==> src/rtl/bias_add_stage_if.sv <==
// Lane-parallel stream bundle between the adder tree, the bias stage and its consumer.
// The slave view is the bias stage; the master view is the surrounding datapath.
interface bias_add_stage_if #(
  parameter int unsigned N_adder_tree = 16,
  parameter int unsigned W            = 18
) ();
  logic                      in_valid;
  logic                      in_ready;
  logic [N_adder_tree*W-1:0] in_data;
  logic [N_adder_tree*W-1:0] bias;
  logic                      relu_en;
  logic                      out_valid;
  logic                      out_ready;
  logic [N_adder_tree*W-1:0] out_data;

  modport slave (
    input  in_valid, in_data, bias, relu_en, out_ready,
    output in_ready, out_valid, out_data
  );

  modport master (
    output in_valid, in_data, bias, relu_en, out_ready,
    input  in_ready, out_valid, out_data
  );
endinterface

==> src/rtl/bias_add_stage.sv <==
// Two-stage elastic bias adder: S1 holds exact W+1-bit lane sums, S2 holds saturated and
// optionally rectified lanes. Counts output beats in which any lane saturated.
module bias_add_stage #(
  parameter int unsigned N_adder_tree = 16,
  parameter int unsigned W            = 18
) (
  input  logic                  clk,
  input  logic                  rst_n,
  bias_add_stage_if.slave       bus,
  input  logic                  sat_clr,
  output logic [15:0]           sat_count
);

  logic                             s1_valid_q;
  logic                             s1_relu_q;
  logic [N_adder_tree-1:0][W:0]     s1_sum_q;
  logic [N_adder_tree-1:0][W:0]     s1_sum_d;
  logic                             s2_valid_q;
  logic [N_adder_tree-1:0][W-1:0]   s2_data_q;
  logic [N_adder_tree-1:0][W-1:0]   s2_data_d;
  logic [N_adder_tree-1:0]          lane_sat;
  logic                             any_sat;
  logic                             s2_adv;
  logic                             in_fire;
  logic [15:0]                      sat_count_q;

  // S2 advances whenever it is empty or its beat is being taken; S1 follows it.
  assign s2_adv       = !s2_valid_q || bus.out_ready;
  assign bus.in_ready = !s1_valid_q || s2_adv;
  assign in_fire      = bus.in_valid && bus.in_ready;

  always_comb begin
    s1_sum_d = '0;
    for (int i = 0; i < N_adder_tree; i++) begin
      s1_sum_d[i] = {bus.in_data[W*i+W-1], bus.in_data[W*i +: W]}
                  + {bus.bias[W*i+W-1], bus.bias[W*i +: W]};
    end
  end

  // Overflow of the W+1-bit sum shows as a mismatch between its top two bits.
  always_comb begin
    s2_data_d = '0;
    lane_sat  = '0;
    for (int i = 0; i < N_adder_tree; i++) begin
      lane_sat[i] = s1_sum_q[i][W] != s1_sum_q[i][W-1];
      if (!lane_sat[i]) begin
        s2_data_d[i] = s1_sum_q[i][W-1:0];
      end else if (!s1_sum_q[i][W]) begin
        s2_data_d[i] = {1'b0, {(W-1){1'b1}}};
      end else begin
        s2_data_d[i] = {1'b1, {(W-1){1'b0}}};
      end
      if (s1_relu_q && s2_data_d[i][W-1]) begin
        s2_data_d[i] = '0;
      end
    end
  end

  assign any_sat = |lane_sat;

  always_ff @(posedge clk or negedge rst_n) begin
    if (!rst_n) begin
      s1_valid_q  <= 1'b0;
      s1_relu_q   <= 1'b0;
      s1_sum_q    <= '0;
      s2_valid_q  <= 1'b0;
      s2_data_q   <= '0;
      sat_count_q <= '0;
    end else begin
      if (in_fire) begin
        s1_sum_q  <= s1_sum_d;
        s1_relu_q <= bus.relu_en;
      end
      if (in_fire) begin
        s1_valid_q <= 1'b1;
      end else if (s2_adv) begin
        s1_valid_q <= 1'b0;
      end
      if (s2_adv) begin
        s2_valid_q <= s1_valid_q;
        if (s1_valid_q) begin
          s2_data_q <= s2_data_d;
        end
      end
      // Clear wins over a coincident increment; the counter sticks at all-ones.
      if (sat_clr) begin
        sat_count_q <= '0;
      end else if (s2_adv && s1_valid_q && any_sat && (sat_count_q != 16'hFFFF)) begin
        sat_count_q <= sat_count_q + 16'd1;
      end
    end
  end

  assign bus.out_valid = s2_valid_q;
  assign bus.out_data  = s2_data_q;
  assign sat_count     = sat_count_q;

endmodule
==> src/flat_wrapper.sv <==
// flat-port wrapper written by rule: the top's interface ports become plain ports
module bias_add_stage_flat 
#(
  parameter int unsigned N_adder_tree = 16,
  parameter int unsigned W            = 18
)
  (clk, rst_n, sat_clr, sat_count, bus_in_valid, bus_in_data, bus_bias, bus_relu_en, bus_out_ready, bus_in_ready, bus_out_valid, bus_out_data);
  bias_add_stage_if #(.N_adder_tree(N_adder_tree), .W(W)) bus_i ();
  input  logic clk;
  input  logic rst_n;
  input  logic sat_clr;
  output logic [15:0] sat_count;
  input wire logic [$bits(bus_i.in_valid)-1:0] bus_in_valid;
  input wire logic [$bits(bus_i.in_data)-1:0] bus_in_data;
  input wire logic [$bits(bus_i.bias)-1:0] bus_bias;
  input wire logic [$bits(bus_i.relu_en)-1:0] bus_relu_en;
  input wire logic [$bits(bus_i.out_ready)-1:0] bus_out_ready;
  output wire logic [$bits(bus_i.in_ready)-1:0] bus_in_ready;
  output wire logic [$bits(bus_i.out_valid)-1:0] bus_out_valid;
  output wire logic [$bits(bus_i.out_data)-1:0] bus_out_data;
  assign bus_i.in_valid = bus_in_valid;
  assign bus_i.in_data = bus_in_data;
  assign bus_i.bias = bus_bias;
  assign bus_i.relu_en = bus_relu_en;
  assign bus_i.out_ready = bus_out_ready;
  assign bus_in_ready = bus_i.in_ready;
  assign bus_out_valid = bus_i.out_valid;
  assign bus_out_data = bus_i.out_data;
  bias_add_stage #(.N_adder_tree(N_adder_tree), .W(W)) u_core (.clk(clk), .rst_n(rst_n), .bus(bus_i), .sat_clr(sat_clr), .sat_count(sat_count));
endmodule
==> config.mk <==
export PLATFORM = sky130hd
export DESIGN_NAME = bias_add_stage_flat
export DESIGN_NICKNAME = d
export VERILOG_FILES = /design/src/rtl/bias_add_stage_if.sv /design/src/rtl/bias_add_stage.sv /design/src/flat_wrapper.sv
export SDC_FILE = /design/constraint.sdc
export NUM_CORES = 2
export LEC_CHECK = 0
export ABC_AREA = 1
export ABC_CLOCK_PERIOD_IN_PS = 3000
export BUFFER_PORTS_ARGS = -buffer_cell sky130_fd_sc_hd__buf_2
export CAP_MARGIN = 20
export CORE_AREA = 3 3 344 346
export DETAILED_ROUTE_END_ITERATION = 6
export DIE_AREA = 0 0 347 349
export SYNTH_ARGS = -nofsm -noshare
export SYNTH_HDL_FRONTEND = slang
export SYNTH_SLANG_ARGS = --single-unit
==> constraint.sdc <==
create_clock -name clk -period 3 [get_ports clk]
set_input_delay 0.6 -clock clk [delete_from_list [all_inputs] [get_ports clk]]
set_output_delay 0.6 -clock clk [all_outputs]
set_load 0.01 [all_outputs]
[After elaboration in Yosys (flattened, before gate mapping)]
Cells that the tools add are included.
Cells by class
  add/sub/neg operators: 17
  equality and inequality tests: 17
  mux-type cells: 52
  reductions and logical operators: 28
Operators by type and width (number)
  18-bit two-way mux: 48
  18-bit by 18-bit adder with 19-bit output: 16
  16-bit two-way mux: 2
  1-bit logical AND: 20
  16-bit by 1-bit adder with 16-bit output, second input constant: 1
  1-bit != test: 16
  16-bit != test, second input constant: 1
  16-bit OR reduction: 1
  2-bit nonzero test: 2
  1-bit zero test: 2
  1-bit logical OR: 2
  1-bit two-way mux: 2
  2-bit AND reduction: 1
Word-level totals
  register bits: 611
  input bits: 582
  output and inout port bits: 306
  logic and storage cells: 150

[Depth between registers and ports, before layout]
  depth in word-level cells: 7
  mapped depth: 13
  depth with buffers taken out: 13

[Least setup slack after synthesis]
OpenSTA, ideal clock, no wires.
  kind: input -> register
  start point: input port bus_bias[162]
  end point: register u_core.s1_sum_q[183] (netlist bit)
  setup time: 0.117 ns
  arrival time: 1.858 ns
  data required time: 2.883 ns
  path slack: 1.025 ns
  stages on the path: 13
  cell sequence: ha_1 > inv_1 > fa_1 > inv_1 > nand3_1 > nand3_1 > nand2_1 > nand2_1 > nand2_1 > nand2_1 > nand2_1 > nand3_1 > nand2_1
Between the ends
  word-level cells in the longest chain between the ends: 1
Ends and longest elaborated chain
  start: declaration: RTL line flat_wrapper.sv:15  | input wire logic [$bits(bus_i.bias)-1:0] bus_bias;
  18-bit by 18-bit adder with 19-bit output: RTL line bias_add_stage.sv:36  | + {bus.bias[W*i+W-1], bus.bias[W*i +: W]};
  end signal: assignment: RTL line bias_add_stage.sv:71  | s1_sum_q <= s1_sum_d;
  end: declaration: RTL line bias_add_stage.sv:16  | logic [N_adder_tree-1:0][W:0] s1_sum_q;
No other way between the ends.
A chain may end at the register's enable or synchronous reset.

[Final worst setup path]
  start point: register u_core.s1_sum_q[151] (netlist bit)
  end point: register u_core.sat_count_q[1] (netlist: u_core.sat_count[1])
Between the ends
  word-level cells in the longest chain between the ends: 5
Ends and longest elaborated chain
  1-bit != test: RTL line bias_add_stage.sv:45  | lane_sat[i] = s1_sum_q[i][W] != s1_sum_q[i][W-1];
  16-bit OR reduction: RTL line bias_add_stage.sv:59  | assign any_sat = |lane_sat;
  1-bit logical AND (2 in series): RTL line bias_add_stage.sv:88  | end else if (s2_adv && s1_valid_q && any_sat && (sat_count_q != 16'hFFFF)) begin
  2-bit nonzero test (no line)
  end signal: assignment: RTL line bias_add_stage.sv:89  | sat_count_q <= sat_count_q + 16'd1;
  end: declaration: RTL line bias_add_stage.sv:25  | logic [15:0] sat_count_q;
No other way between the ends.

==> metrics.txt <==
setup TNS=0 ns; synthesized net count=6571; final hold vios=0; clk_lat worst skew=~0.63 ns; status=finished clean; die height=349 um; fin cells=around 8100; layout cells sized above 1=17.4%; Sink Count=~610; sw frac=38.8%; root buffer cell=clkbuf_16; most area-hungry cell type in the Yosys netlist=dfrtp_1; peak supply drop=0.349 mV; Max Fclk=438 MHz; post-synthesis adder-cell area fraction=9.67%; First-pass DRT Iterations=5; count of cell types in the netlist=36; row cnt=125; slack of the worst reg-to-reg path=0.72 ns; DRT antenna net count=0; port buffer count=887; drt drc=0; number of flops mapped to enable cells by yosys=0; period utilisation layout=76.0%; DRT iter0 DRCs=~2900; Placed Cells=7991; Initial Util=35.4%; Slew @ Worst Pin=0.966 ns; Compound-Gate Fraction of Synth Area=13.8%; Crit. End Element=flop; vias per cell=5.01; synth warn=0; cells after synthesis=5682; Hold Path Class=input pin to flop; crit path max fanout=18; first-pass GRT wire length=231000 um; die area=121000 um^2; final setup skew=0.0237 ns; Final Net Count=7437; Total GRT Usage=24.5%; largest net degree at the start of global routing=about 150; DR WL/cell=18.9 um; CTS tree=yes; GRT overflow=0; largest family of logic cells by synthesized area=simple AND/OR/NAND/NOR gates; Worst Path Class, Setup=flop to flop; Sw Pwr=between 10 and 15 mW; critical path arrival=~2.8 ns; mux cell area share after synthesis=0%; leading cell type by number of instances after synthesis=nand2_1; chip width=347 um; Power Dens Cells=688 nW/um^2; logic gate share of total power=35.4%; fin. max-slew vios=0; Worst Path Required=3.56 ns; Synth top cells by count=nand2_1 (1755), inv_1 (771), dfrtp_1 (611); vias in the first global route=38900; Mapped Area=just over 40000 um^2; HPWL Detailed=123000 um; Syn Area/Cell=7.21 um^2; share of total power in sequential cells=36.7%; Max-Cap Viols=0; I/O pin count=888; clock share of power=between 20 and 30%; Post-Synth Simple-Gate Area=26.9%; crit path launch type=flop; ys flop type=dfrtp_1; final wirelength=154000 um; setup bufs post-CTS=0; internal power component=about 21 mW; #FFs+latches synth=611; Vias=about 41000; synth-to-layout area growth=21.3%; Max Buffers Root-to-Sink=3; RD Place Congestion=0.966; RSZ-0062 raised after global routing=no; CTS resizes=0; top cells by area, synth=dfrtp_1 (37%), nand2_1 (16%), ha_1 (8.9%); CTS buffer count=between 70 and 80; register area share after synthesis=37.3%; Final setup viols=0; initial antenna violation count=16; post-synth top area share=37.3%; Core Area=116000 um^2; Slew HR=roughly 36%; ys async rst share=100%; CTS H-tree lvls=3; CTS clk-pin slew, worst paths=0.06 ns; leakage power=26.9 nW; fin crit period=2.28 ns; xor/xnor share of the synthesized area=between 2 and 3%
## per-layer routing
metal / routed length, um / track usage [%]
met5: 92 / 0
met4: 5610 / 9.05
met3: 8730 / 4.48
met2: 71900 / 40.6
met1: 67200 / 31.7
## cells in the final DEF (no fill, tap or decap), types with 63 or more instances in the layout
cell       netlist  layout
a21oi_1        255     255
buf_2           64     886
clkbuf_16        0      79
dfrtp_1        611     611
ha_1           291     291
inv_1          771     770
nand2_1       1755    1755
nand3_1        411     411
nand3b_1        63      63
nor2_1         277     277
o21ai_0        477     477
o22ai_1        273     273
xnor2_1         96      96
## registers in the layout, summed over array words and instances, names as in the netlist
name,count
u_core.sat_count,16
u_core.bus.out_data,288
u_core.s1_sum_q,304
u_core.s1_relu_q,1
u_core.bus.out_valid,1
u_core.s1_valid_q,1
## power groups by stage
stage / Clock (mW) / Sequential [mW] / Combinational [mW]
after global placement: 0 / 12.6 / 12.0
after floorplan: 0 / 12.7 / 6.39
after global routing: 10.1 / 12.8 / 13.5
after CTS: 9.80 / 12.6 / 12.2
final: 9.56 / 12.5 / 12.1
after detailed placement: 0 / 12.7 / 12.1
## what timing repair did
item / CTS / global route
hold buffers: 1 / 0
setup endpoints to repair: 0 / 0
hold endpoints to repair: 35 / 0
## worst max-delay path, cell delays in order (launching register included)
cell and delay [ns]:
dfrtp_1 0.44, nand2_1 0.41, nand2_1 0.16, nor2_2 0.26, nand2_2 0.10, nor2_4 0.13, nand3_4 0.25, nand2_8 0.26
nand3_1 0.10, nand2_1 0.08
## logic make-up (layout without fill, tap and decap cells)
group                      Yosys count  in the layout
and+or+nand+nor                   2637           2637
AOI/OAI and AO/OA                 1038           1038
buffers and inverters              949           1869
DFF                                611            611
adders and majority gates          307            307
xor gates and xnor gates           140            140
other                                0              6
## through the flow
| step | hold WS (ns) | total power, mW | utilization (%) | setup slack [ns] | area [um^2] |
|---|---|---|---|---|---|
| after floorplan | 0.304 | 19.1 | - | 1.02 | 41000 |
| after global placement | 0.457 | 24.7 | 40.7 | 0.448 | 47100 |
| after detailed placement | 0.460 | 24.8 | 40.7 | 0.496 | 47100 |
| after CTS | 0.141 | 34.5 | 42.9 | 0.661 | 49700 |
| after global routing | 0.210 | 36.4 | 42.9 | 0.512 | 49700 |
| final | 0.203 | 34.2 | 42.9 | 0.719 | 49700 |
## layout make-up
cell class                      instances  area [um^2]
Fill cell                           12200        66100
Multi-Input combinational cell       4122        21900
Sequential cell                       611        15300
Timing Repair Buffer                  949         5080
Inverter                              787         2960
Clock buffer                          101         2170
Tap cell                             1524         1910
Clock inverter                         32          398
Antenna cell                            6         15.0
## final timing paths
check                                      from                       end  depth (start not counted)
max                        u_core.s1_sum_q[151]       u_core.sat_count[1]                          9
min                                 bus_relu_en          u_core.s1_relu_q                          3
max reg2reg                u_core.s1_sum_q[151]       u_core.sat_count[1]                          9
min reg2reg                u_core.s1_sum_q[133]      u_core.s1_sum_q[133]                          2
max in group asynchronous                 rst_n      u_core.s1_sum_q[277]                          3
min in group asynchronous                 rst_n  u_core.bus.out_data[167]                          2
(Power assumes the default switching activity.)
